$ cat src/rtl/uart_tx.sv
// -----------------------------------------------------------------------------
// uart_tx
// UART transmitter: serialises bytes from a small input FIFO as 8N1 frames
// (start 0, 8 data bits LSB first, stop 1). Queued bytes leave back-to-back
// with no idle gap between frames.
//
// Optional build macro: UART_TX_PARITY_EN
//   defined   -> an even-parity bit is inserted between the data bits and the
//                stop bit (frame = 11 bit periods)
//   undefined -> plain 8N1 (frame = 10 bit periods)
//
// Parameters:
//   CLK_FREQ   fabric clock in Hz
//   BAUD_RATE  line rate in bit/s; bit period = CLK_FREQ / BAUD_RATE cycles
//   FIFO_DEPTH input FIFO entries (power of 2, >= 2)
//
// Ports:
//   clk         fabric clock, rising edge
//   reset       synchronous active-high reset
//   tx_data     byte offered by the producer
//   tx_valid    producer offers tx_data this cycle
//   tx_ready    FIFO can accept (write on tx_valid && tx_ready)
//   tx_serial   registered UART line, idle high
//   tx_busy     frame in progress, start through stop
//   tx_done     one-cycle pulse on the last cycle of each stop bit
//   fifo_count  bytes queued and not yet started
// -----------------------------------------------------------------------------
module uart_tx #(
  parameter int CLK_FREQ   = 100_000_000,
  parameter int BAUD_RATE  = 115200,
  parameter int FIFO_DEPTH = 4
) (
  input  logic                          clk,
  input  logic                          reset,
  input  logic [7:0]                    tx_data,
  input  logic                          tx_valid,
  output logic                          tx_ready,
  output logic                          tx_serial,
  output logic                          tx_busy,
  output logic                          tx_done,
  output logic [$clog2(FIFO_DEPTH):0]   fifo_count
);

  localparam int BAUD_TICKS = CLK_FREQ / BAUD_RATE;
  localparam int CNT_W      = $clog2(BAUD_TICKS) + 1;
  localparam int PTR_W      = $clog2(FIFO_DEPTH);

  localparam logic [CNT_W-1:0] BAUD_LAST = CNT_W'(BAUD_TICKS - 1);
  localparam logic [PTR_W:0]   FULL      = (PTR_W+1)'(FIFO_DEPTH);

  localparam logic [2:0] S_IDLE   = 3'd0;
  localparam logic [2:0] S_START  = 3'd1;
  localparam logic [2:0] S_DATA   = 3'd2;
  localparam logic [2:0] S_STOP   = 3'd3;
`ifdef UART_TX_PARITY_EN
  localparam logic [2:0] S_PARITY = 3'd4;
`endif

  // FIFO storage and control
  logic [7:0]       r_mem [0:FIFO_DEPTH-1];
  logic [PTR_W-1:0] r_wptr;
  logic [PTR_W-1:0] r_rptr;
  logic [PTR_W:0]   r_count;

  // Frame engine
  logic [2:0]       r_state;
  logic [CNT_W-1:0] r_baud;
  logic [2:0]       r_bit;
  logic [7:0]       r_shift;
  logic             r_serial;
  logic             r_busy;
`ifdef UART_TX_PARITY_EN
  logic             r_parity;
`endif

  logic       w_push;
  logic       w_pop;
  logic       w_empty;
  logic       w_bit_end;
  logic [7:0] w_head;

  assign w_empty   = (r_count == '0);
  assign w_bit_end = (r_baud == BAUD_LAST);
  assign w_head    = r_mem[r_rptr];

  // A pop happens either from idle or on the last stop cycle, so a queued
  // byte starts on the very next cycle with no idle gap.
  assign w_pop  = !w_empty && ((r_state == S_IDLE) || ((r_state == S_STOP) && w_bit_end));

  assign tx_ready = (r_count != FULL) && !reset;
  assign w_push   = tx_valid && tx_ready;

  assign tx_serial  = r_serial;
  assign tx_busy    = r_busy;
  assign tx_done    = (r_state == S_STOP) && w_bit_end;
  assign fifo_count = r_count;

  // FIFO pointers and occupancy
  always_ff @(posedge clk) begin
    if (reset) begin
      r_wptr  <= '0;
      r_rptr  <= '0;
      r_count <= '0;
    end else begin
      if (w_push) r_wptr <= r_wptr + PTR_W'(1);
      if (w_pop)  r_rptr <= r_rptr + PTR_W'(1);
      case ({w_push, w_pop})
        2'b10:   r_count <= r_count + (PTR_W+1)'(1);
        2'b01:   r_count <= r_count - (PTR_W+1)'(1);
        default: r_count <= r_count;
      endcase
    end
  end

  // Datapath registers: FIFO storage and the shift register. The shift
  // register is loaded at pop, so producer activity cannot disturb a frame.
  always_ff @(posedge clk) begin
    if (w_push) r_mem[r_wptr] <= tx_data;
    if (w_pop) begin
      r_shift  <= w_head;
`ifdef UART_TX_PARITY_EN
      r_parity <= ^w_head;
`endif
    end else if ((r_state == S_DATA) && w_bit_end) begin
      r_shift <= {1'b0, r_shift[7:1]};
    end
  end

  // Frame state machine
  always_ff @(posedge clk) begin
    if (reset) begin
      r_state  <= S_IDLE;
      r_baud   <= '0;
      r_bit    <= '0;
      r_serial <= 1'b1;
      r_busy   <= 1'b0;
    end else begin
      case (r_state)
        S_IDLE: begin
          r_baud <= '0;
          r_bit  <= '0;
          if (!w_empty) begin
            r_serial <= 1'b0;
            r_busy   <= 1'b1;
            r_state  <= S_START;
          end
        end

        S_START: begin
          if (w_bit_end) begin
            r_baud   <= '0;
            r_bit    <= '0;
            r_serial <= r_shift[0];
            r_state  <= S_DATA;
          end else begin
            r_baud <= r_baud + CNT_W'(1);
          end
        end

        S_DATA: begin
          if (w_bit_end) begin
            r_baud <= '0;
            if (r_bit == 3'd7) begin
`ifdef UART_TX_PARITY_EN
              r_serial <= r_parity;
              r_state  <= S_PARITY;
`else
              r_serial <= 1'b1;
              r_state  <= S_STOP;
`endif
            end else begin
              // r_shift[0] is the bit on the line now; [1] is the next one.
              r_bit    <= r_bit + 3'd1;
              r_serial <= r_shift[1];
            end
          end else begin
            r_baud <= r_baud + CNT_W'(1);
          end
        end

`ifdef UART_TX_PARITY_EN
        S_PARITY: begin
          if (w_bit_end) begin
            r_baud   <= '0;
            r_serial <= 1'b1;
            r_state  <= S_STOP;
          end else begin
            r_baud <= r_baud + CNT_W'(1);
          end
        end
`endif

        S_STOP: begin
          if (w_bit_end) begin
            r_baud <= '0;
            r_bit  <= '0;
            if (!w_empty) begin
              r_serial <= 1'b0;
              r_state  <= S_START;
            end else begin
              r_busy  <= 1'b0;
              r_state <= S_IDLE;
            end
          end else begin
            r_baud <= r_baud + CNT_W'(1);
          end
        end

        default: begin
          r_state  <= S_IDLE;
          r_baud   <= '0;
          r_bit    <= '0;
          r_serial <= 1'b1;
          r_busy   <= 1'b0;
        end
      endcase
    end
  end

endmodule

$ cat config.mk
export PLATFORM = sky130hd
export DESIGN_NAME = uart_tx
export DESIGN_NICKNAME = d
export VERILOG_FILES = /design/src/rtl/uart_tx.sv
export SDC_FILE = /design/constraint.sdc
export NUM_CORES = 1
export LEC_CHECK = 0
export CORE_MARGIN = 8
export CORE_UTILIZATION = 53
export CTS_BUF_LIST = sky130_fd_sc_hd__clkbuf_4 sky130_fd_sc_hd__clkbuf_8 sky130_fd_sc_hd__clkbuf_16
export CTS_CLUSTER_SIZE = 12
export DETAILED_ROUTE_END_ITERATION = 10
export PLACE_DENSITY = 0.73
export SETUP_SLACK_MARGIN = 0.15
export SLEW_MARGIN = 20
export SYNTH_ARGS = -nofsm -noshare
export SYNTH_HDL_FRONTEND = slang
export SYNTH_SLANG_ARGS = --single-unit
export TNS_END_PERCENT = 50
$ cat constraint.sdc
create_clock -name clk -period 2.3 [get_ports clk]
set_input_delay 0.46 -clock clk [delete_from_list [all_inputs] [get_ports clk]]
set_output_delay 0.46 -clock clk [all_outputs]
set_load 0.01 [all_outputs]
After elaboration in Yosys (flattened, before gate mapping)
Memory sizes are Yosys's and may differ from the RTL's. A register that Yosys moved wholly into a read port is not among the register bits.
Index checks and enable logic that the tools add are counted.
{"block": "totals", "regBits": 34, "ram_bits": 32, "n_memories": 1, "in_bits": 11, "word_cells": 82, "output_inout_bits": 7}
{"block": "op_classes", "bitwise": 2, "addsub": 6, "mux": 28, "reduce_logical": 20, "n_eq_ne": 16}
{"memory": "r_mem", "words": 4, "word_bits": 8, "read_ports": 1, "rd_ports_with_merged_regs": 1, "wr": 1, "line": "60", "text": "logic [7:0] r_mem [0:FIFO_DEPTH-1];"}
{"cell": "$mux W3", "n": 8}
{"cell": "$mux W8", "n": 2}
{"cell": "$ne A2 B2 Y1 const B", "n": 6}
{"cell": "$pmux W3 S2", "n": 2}
{"cell": "$pmux W3 S4", "n": 1}
{"cell": "$add A11 B1 Y11 const B", "n": 1}
{"cell": "$eq A11 B10 Y1 const B", "n": 1}
{"cell": "$mux W1", "n": 11}
{"cell": "$add A3 B1 Y3 const B", "n": 2}
{"cell": "$eq A3 B2 Y1 const B", "n": 2}
{"cell": "$logic_not A3 Y1", "n": 2}
{"cell": "$reduce_and A3 Y1", "n": 2}
{"cell": "$reduce_or A3 Y1", "n": 2}
{"cell": "$logic_and A1 B1 Y1", "n": 5}
{"cell": "$reduce_and A5 Y1", "n": 1}
{"cell": "$add A2 B1 Y2 const B", "n": 2}
{"cell": "$mux W2", "n": 2}
{"cell": "$ne A2 B1 Y1 const B", "n": 2}
{"cell": "$pmux W1 S4", "n": 1}
{"cell": "$reduce_and A4 Y1", "n": 1}
{"cell": "$reduce_bool A2 Y1", "n": 2}
{"cell": "$reduce_or A2 Y1", "n": 2}
{"cell": "$eq A3 B1 Y1 const B", "n": 1}
{"cell": "$eq A3 B3 Y1 const B", "n": 1}
{"cell": "other kinds (8)", "n": 10}

Longest topological paths before layout
Gate-level depths: netlist of run 1.
{"block": "depth", "ltp_word": 6, "depth_mapped": 11, "depth_no_buf": 11}

Worst setup path after synthesis of run 1
Ideal clock, no wire load.
{"block": "synth_path", "path_type": "register to register", "startpoint": "register r_baud[0]", "endpoint": "register r_count[2] (netlist: fifo_count[2])", "path_slack_ns": -0.160, "n_path_buf": 0, "t_arrival_ns": 2.390, "setup_time_ns": 0.070, "required_time_ns": 2.230, "synth_period_minus_slack_ns": 2.460, "stages_incl_launch_ff": 11, "cell_sequence": "dfxtp_1 > ha_1 > nor4b_1 > a41oi_2 > inv_2 > ha_1 > inv_1 > fa_1 > xor2_1 > or3_1 > a21oi_1"}
{"block": "synth_via", "elab_chain_len": 6, "word_cells_on_any_way": 8, "classes_between": "eq/ne (3); mux (1); reduce/logical (4)"}
{"item": "start, declared", "line": "67", "text": "logic [CNT_W-1:0] r_baud;"}
{"item": "start signal, assigned", "line": "156", "text": "r_baud <= r_baud + CNT_W'(1);"}
{"item": "start signal, assigned", "line": "177", "text": "r_baud <= r_baud + CNT_W'(1);"}
{"item": "start signal, assigned", "line": "205", "text": "r_baud <= r_baud + CNT_W'(1);"}
{"item": "$eq A11 B10 Y1 *", "line": "83", "text": "assign w_bit_end = (r_baud == BAUD_LAST);"}
{"item": "$logic_and A1 B1 Y1 *", "line": "88", "text": "assign w_pop = !w_empty && ((r_state == S_IDLE) || ((r_state == S_STOP) && w_bit_end));"}
{"item": "$logic_or A1 B1 Y1 *", "line": "88"}
{"item": "$logic_and A1 B1 Y1 *", "line": "88"}
{"item": "$eq A2 B1 Y1 or $eq A2 B2 Y1 (tied branches)", "line": "107", "text": "case ({w_push, w_pop})"}
{"item": "$pmux W3 S2 or $reduce_bool A2 Y1 (tied branches)"}
{"item": "end signal, assigned", "line": "108", "text": "2'b10: r_count <= r_count + (PTR_W+1)'(1);"}
{"item": "end signal, assigned", "line": "109", "text": "2'b01: r_count <= r_count - (PTR_W+1)'(1);"}
{"item": "end signal, assigned", "line": "110", "text": "default: r_count <= r_count;"}
{"item": "end, declared", "line": "63", "text": "logic [PTR_W:0] r_count;"}
Mark *: on every way between the ends. The rest lies on a longest branch, timed or not.
A chain may end at the register's enable or synchronous reset.

Final worst setup path of run 1
{"block": "layout_path", "startpoint": "register r_baud[3]", "endpoint": "register r_count[2] (netlist: fifo_count[2])"}
Same word-level chain as after synthesis.

==> results.py, run 1 <==
metrics = {
    "timing": {
        "setup_violations": 0,
        "worst_slew_pin_slew_ns": 0.432,
        "rsz_0062_raised_after_global_routing": "true",
        "finalHoldViolations": 0,
        "tns_ns": 0,
        "fin_worst_skew_ns": 0.0103,
        "timing.max_slew.rel_slack_pct": 71.2,
        "timing.final.ws_setup_ns": 0.124,
        "drv_slew": 0,
        "final_period_minus_worst_setup_slack_ns": 2.18,
        "fmaxAchievable_ghz": 0.459,
        "layout_worst_path_cycle_share_pct": 94.6,
        "whs_ns": 0.485,
    },
    "setup_path": {
        "reg2regPathDepth": 9,
        "critical_path.endpoint_type": "flip-flop",
        "crit_required_ns": 2.57,
        "kind_of_start_point_of_the_critical_path": "flip-flop",
        "crit_arrival_ns": 2.44,
        "critPathKind": "reg -> reg",
        "worst-path-max-fanout": 5,
        "reg2reg_from": "r_baud[3]",
        "max_stage_delay_ns": 0.36,
        "cpMaxStageDelayCell": "dfxtp_4",
        "reg2reg_to": "fifo_count[2]",
        "setup_slack_reg_to_reg_ns": 0.12,
        "worstPathCellList": "nor4bb_4, a41oi_4, inv_4, ha_4, inv_1, fa_2, xor2_1, or3_1, a21oi_2",
    },
    "yosys": {
        "ys_dominant_reg_cell": "edfxtp_1",
        "simple_logic_cell_fraction_of_the_synthesized_area_pct": 12.3,
        "synthesis.instances": 220,
        "synth-seq-cells": 67,
        "synth_compound_area_share_pct": 6.41,
        "yosysWarningCount": 0,
        "post_synth_instance_area_um2": 2910,
        "synth.mux.area_fraction_pct": 9.25,
        "synth-edff-count": 40,
        "syn_avg_cell_area_um2": 13.2,
        "postSynth.asyncResetShare_pct": 0,
        "synth_xor_xnor_area_share_pct": 3.61,
        "post_synth_num_cell_types": 42,
        "postSynthNetCount": 244,
        "synth_top_family_by_area": "simple AND/OR/NAND/NOR gates",
        "synth_sequential_area_ratio_pct": 59.9,
        "synth_adder_area_share_pct": 5.85,
    },
    "global_route": {
        "largest_net_degree_at_the_start_of_global_routing": 18,
        "grt_first_pass_wirelength_mm": 8.74,
        "track_usage_pct": 13.5,
        "grt_pass1_vias": 1854,
        "grt_overflow_total": 0,
        "number_of_antenna_violations_at_the_first_check_in_global_routing": 0,
    },
    "final_layout": {
        "finish.net_count": 295,
        "final_layout_size_suffix_gt1_share_pct": 30.4,
        "final_cell_mix": "edfxtp_1 (40), buf_4 (28), dfxtp_1 (22)",
        "most_common_cell_after_layout_fill_and_taps_aside": "edfxtp_1",
        "layout-area-overhead-vs-synth_pct": 25.1,
        "final_cell_area_um2": 3640,
        "antennaDiodeCount": 0,
    },
    "clock_tree": {
        "clock_sinks": 67,
        "clk-insertion-delay-late_ns": 0.34,
        "cts_htree_levels": 3,
        "hold_fix_buffers_at_cts": 0,
        "clk_pin_slew_ns": 0.07,
        "ctsLongestPathBuffers": 2,
        "tritoncts.num_buffers": 9,
        "clock_tree.root_cell": "clkbuf_8",
        "cts_tree": "yes",
    },
    "floorplanning": {
        "floorplan.initialDensity_pct": 53.8,
        "core_region_area_um2": 5410,
        "floorplan.die.width_um": 90.1,
        "chipHeight_um": 90.1,
        "ioPinCount": 18,
        "core.rowCount": 27,
        "die_area_um2": 8110,
    },
    "placement": {
        "dpl-instance-area_um2": 3400,
        "routability_cong": 0.790,
        "hpwlAfterDp_mm": 3.53,
        "port_buffers": 17,
        "dp_slack_ns": 0.0300,
    },
    "power": {
        "p_clk_share_pct": 22.0,
        "share_of_total_power_in_combinational_logic_pct": 35.9,
        "p_seq_share_pct": 42.1,
        "internal_power_uw": 2660,
        "power_density_nw_per_um2": 1060,
        "power.switching_fraction_pct": 31.3,
        "power_switching_uw": 1210,
        "p_leak_uw": 0.00128,
        "worst_ir_drop_vdd_uv": 1020,
    },
    "run": {
        "maxCapViolCount": 0,
    },
    "min_path": {
        "timing.hold.worst_path_depth": 2,
        "hold_path_class": "reg -> reg",
        "hold_path.startpoint": "r_rptr[0]",
    },
    "status": {
        "status": "complete, no violations",
    },
    "detailed_routing": {
        "total_detailed_routing_wirelength_mm": 5.19,
        "vias": 1827,
        "wire_per_inst_um": 14.9,
        "count_of_unresolved_drc_violations_after_routing": 0,
        "first_pass_iters": 4,
        "drt_iter0_drc": 120,
        "detail-route-antenna-nets": 0,
        "vias_per_cell": 5.25,
    },
}
logic make-up (layout without fill, tap and decap cells):
family,after synthesis,after routing
flip-flops,67,67
AND/OR/NAND/NOR,67,67
AO/OA/AOI/OAI,25,25
buffers and inverters,20,76
multiplexers,16,16
adder cells (fa/ha/maj),13,13
XOR/XNOR,12,12
power by group through the flow:
stage | Sequential (µW) | Clock [µW] | Combinational [µW]
after global routing | 1650 | 919 | 1550
after detailed placement | 1660 | 0 | 1340
after global placement | 1650 | 0 | 1320
after floorplan | 1650 | 0 | 930
final | 1630 | 851 | 1390
after CTS | 1630 | 866 | 1370
metal layers:
metal | up-vias | global-route usage, % | wire length (µm)
met5 | - | 0 | 0
met4 | 0 | 7.91 | 82
met3 | 6 | 3.08 | 130
met2 | 27 | 20.5 | 2460
met1 | 885 | 17.3 | 2530
li1 | 909 | - | -
cell usage after synthesis (all sizes together) (3+ instances only):
| cell type | count | area, µm² |
|---|---|---|
| a21oi | 9 | 45.0 |
| xor2 | 4 | 35.0 |
| o21ai | 4 | 20.0 |
| inv | 15 | 56.3 |
| nor2 | 20 | 75.1 |
| edfxtp | 40 | 1200 |
| xnor2 | 8 | 70.1 |
| and2 | 6 | 37.5 |
| nand2b | 3 | 18.8 |
| or3 | 6 | 42.5 |
| mux4 | 8 | 180 |
| buf | 3 | 15.0 |
| dfxtp | 27 | 541 |
| nor4 | 3 | 18.8 |
| nand2 | 11 | 41.3 |
| nor3 | 7 | 40.0 |
| nand3 | 4 | 20.0 |
| ha | 12 | 150 |
| mux2 | 7 | 78.8 |
flip-flops by register name, summed over array words and instances (netlist names), named ones only:
signal / count
r_baud: 11
tx_busy: 1
tx_serial: 1
r_bit: 3
fifo_count: 3
r_shift: 8
r_rptr: 2
r_state: 2
r_wptr: 2
r_mem: 32
how the worst max path moves through the flow:
stage	from	endpoint	slack [ns]	cells after the start
final	r_baud[3]	fifo_count[2]	0.12	9
after global routing	r_baud[3]	fifo_count[2]	0.006	9
after CTS	r_baud[0]	tx_done	0.10	5
after detailed placement	reset	fifo_count[2]	0.03	9
after global placement	r_baud[0]	tx_done	0.06	5
after floorplan	r_baud[1]	fifo_count[2]	0.15	10
what timing repair did:
action	in CTS	in global routing
setup endpoints to repair	2	4
pin swaps	4	4
endpoints found under the hold margin	0	0
resized for setup	5	5
buffers inserted	3	4
gates cloned	0	0
stage by stage:
step / instances / utilization, % / power, µW
final: 348 / 67.3 / 3870
after global routing: 348 / 67.3 / 4120
after CTS: 344 / 66.5 / 3860
after detailed placement: 325 / 62.8 / 3000
after global placement: 325 / 62.8 / 2960
after floorplan: 220 / - / 2580
cell type report:
cell class                 count  area, µm²
sequential                    67       1750
clock buffer                  12        146
multi-input combinational    133       1190
clock inverter                 4       27.5
timing repair buffer          45        375
fill                         406       1770
tap                           72       90.1
inverter                      15       58.8
worst max-delay path: cells and delay by family (launching register included):
| kind | cells | cell delay [ns] |
|---|---|---|
| AO/OA/AOI/OAI | 2 | 0.31 |
| XOR/XNOR | 1 | 0.15 |
| adder cells (fa/ha/maj) | 2 | 0.46 |
| buffers and inverters | 2 | 0.15 |
| flip-flops | 1 | 0.36 |
| AND/OR/NAND/NOR | 2 | 0.69 |
(Power assumes the default switching activity.)
==> run 2: changes to the inputs <==
Settings changed: CORE_ASPECT_RATIO set to 1.5, CORE_MARGIN 8 to not set.
==> results.py, run 2 (synthesized netlist as in run 1, its figures left out) <==
metrics = {
    "status": {
        "status": "complete, no violations",
    },
    "timing": {
        "drv_slew": 0,
        "fin_worst_skew_ns": 0.00839,
        "setup_violations": 0,
        "timing.final.ws_setup_ns": 0.0553,
        "finalHoldViolations": 0,
        "timing.max_slew.rel_slack_pct": 64.1,
        "fmaxAchievable_ghz": 0.445,
        "worst_slew_pin_slew_ns": 0.538,
        "final_period_minus_worst_setup_slack_ns": 2.24,
        "tns_ns": 0,
        "rsz_0062_raised_after_global_routing": "true",
        "layout_worst_path_cycle_share_pct": 97.6,
    },
    "floorplanning": {
        "floorplan.initialDensity_pct": 55.9,
        "ioPinCount": 18,
        "die_area_um2": 5790,
        "chipHeight_um": 92.7,
        "floorplan.die.width_um": 62.5,
        "core_region_area_um2": 5200,
        "core.rowCount": 32,
    },
    "final_layout": {
        "finish.utilization_pct": 69.7,
        "regMostFlops": "r_mem",
        "final_cell_mix": "edfxtp_1 (40), dfxtp_1 (22), nor2_1 (20)",
        "antennaDiodeCount": 0,
        "largest_register_ffs": 32,
        "final_layout_size_suffix_gt1_share_pct": 27.0,
        "layout-area-overhead-vs-synth_pct": 24.7,
        "biggestRegsByFlops": "r_mem: 32 flops, r_baud: 11 flops, r_shift: 8 flops",
        "finish.net_count": 282,
        "most_common_cell_after_layout_fill_and_taps_aside": "edfxtp_1",
    },
    "clock_tree": {
        "cts_tree": "yes",
        "ctsLongestPathBuffers": 2,
        "clk_pin_slew_ns": 0.08,
        "cts_htree_levels": 3,
        "clk-insertion-delay-late_ns": 0.34,
        "hold_fix_buffers_at_cts": 0,
        "tritoncts.num_buffers": 9,
        "clock_sinks": 67,
        "clock_tree.root_cell": "clkbuf_8",
    },
    "power": {
        "p_leak_uw": 0.00126,
        "power_density_nw_per_um2": 1160,
        "worst_ir_drop_vdd_uv": 809,
        "power_uw": 4190,
    },
    "min_path": {
        "timing.hold.worst_path_depth": 2,
        "hold_path_class": "reg -> reg",
        "timing.hold.worst_endpoint": "r_rptr[0]",
        "hold_path.startpoint": "r_rptr[0]",
    },
    "detailed_routing": {
        "count_of_unresolved_drc_violations_after_routing": 0,
        "wire_per_inst_um": 14.3,
        "drt_iter0_drc": 97,
        "vias_per_cell": 5.32,
        "total_detailed_routing_wirelength_mm": 4.75,
        "first_pass_iters": 4,
        "vias": 1761,
        "detail-route-antenna-nets": 0,
    },
    "setup_path": {
        "kind_of_start_point_of_the_critical_path": "flip-flop",
        "crit_required_ns": 2.57,
        "reg2reg_from": "r_baud[1]",
        "reg2reg_to": "fifo_count[2]",
        "critPathKind": "reg -> reg",
        "crit_arrival_ns": 2.52,
        "reg2regPathDepth": 10,
        "critical_path.endpoint_type": "flip-flop",
        "setup_slack_reg_to_reg_ns": 0.06,
        "worst-path-max-fanout": 5,
    },
    "global_route": {
        "largest_net_degree_at_the_start_of_global_routing": 18,
        "grt_overflow_total": 0,
        "grt_first_pass_wirelength_mm": 7.83,
        "track_usage_pct": 18.7,
        "number_of_antenna_violations_at_the_first_check_in_global_routing": 0,
        "grt_pass1_vias": 1732,
    },
    "run": {
        "maxCapViolCount": 0,
    },
    "placement": {
        "port_buffers": 17,
        "hpwlAfterDp_mm": 3.37,
        "dp_slack_ns": -0.0215,
        "routability_cong": 0.784,
    },
}
## run 2: changes by cell type in the layout (fill, tap and decap cells not counted), moves of 2 or more
cell	delta
buf_4	-13
bufinv_16	+4
clkbuf_4	-3
clkinvlp_4	-2
## run 2: timing repair
item,4_1_cts,5_1_grt
resized for setup,5,6
setup endpoints to repair,2,4
pin swaps,2,3
setup buffers,0,2
## run 2: through the flow
step           hold slack, ns  std cells  instance area (µm²)
5_1_grt                 0.504        331                 3630
4_1_cts                 0.442        329                 3590
3_3_place_gp            0.427        313                 3330
3_5_place_dp            0.432        313                 3330
2_1_floorplan           0.419        220                 3000
6_report                0.478        331                 3630
## run 2: layout make-up
cell class                 count  area [µm²]
sequential                    67        1750
clock buffer                   9         124
multi-input combinational    133        1190
clock inverter                 7         140
tap                           68        85.1
inverter                      15        58.8
timing repair buffer          32         284
fill                         383        1580
## run 2: how the worst max path moves through the flow
stage / startpoint / endpoint / slack (ns) / cells after the start
finish: r_baud[1] / fifo_count[2] / 0.06 / 10
global route: r_baud[1] / fifo_count[2] / -0.02 / 10
CTS: r_baud[1] / fifo_count[2] / 0.06 / 10
detailed placement: reset / fifo_count[2] / -0.02 / 9
global placement: reset / fifo_count[2] / 0.06 / 9
floorplan: r_baud[1] / fifo_count[2] / 0.15 / 10
## run 2: worst max-delay path: stages (launching register included)
cell     delay (ns)
dfxtp_2        0.36
ha_4           0.15
nor4b_4        0.25
a41oi_4        0.21
inv_4          0.11
ha_4           0.14
inv_2          0.03
fa_2           0.33
xor2_1         0.15
or3_1          0.32
a21oi_1        0.14
## run 2: report_power, final
part	leakage, µW	switching [µW]	internal (µW)	total, µW
Sequential	0.000588	144	1530	1670
Combinational	0.000542	606	644	1250
Clock	0.000127	442	827	1270
Total	0.00126	1190	3000	4190
## run 2: per-layer routing
metal	share of wire [%]	vias to the layer above	track usage [%]
li1	-	876	-
met2	54	22	32.8
met1	42	856	20.1
met4	1.3	0	6.98
met5	0	-	0
met3	2.7	7	7.02
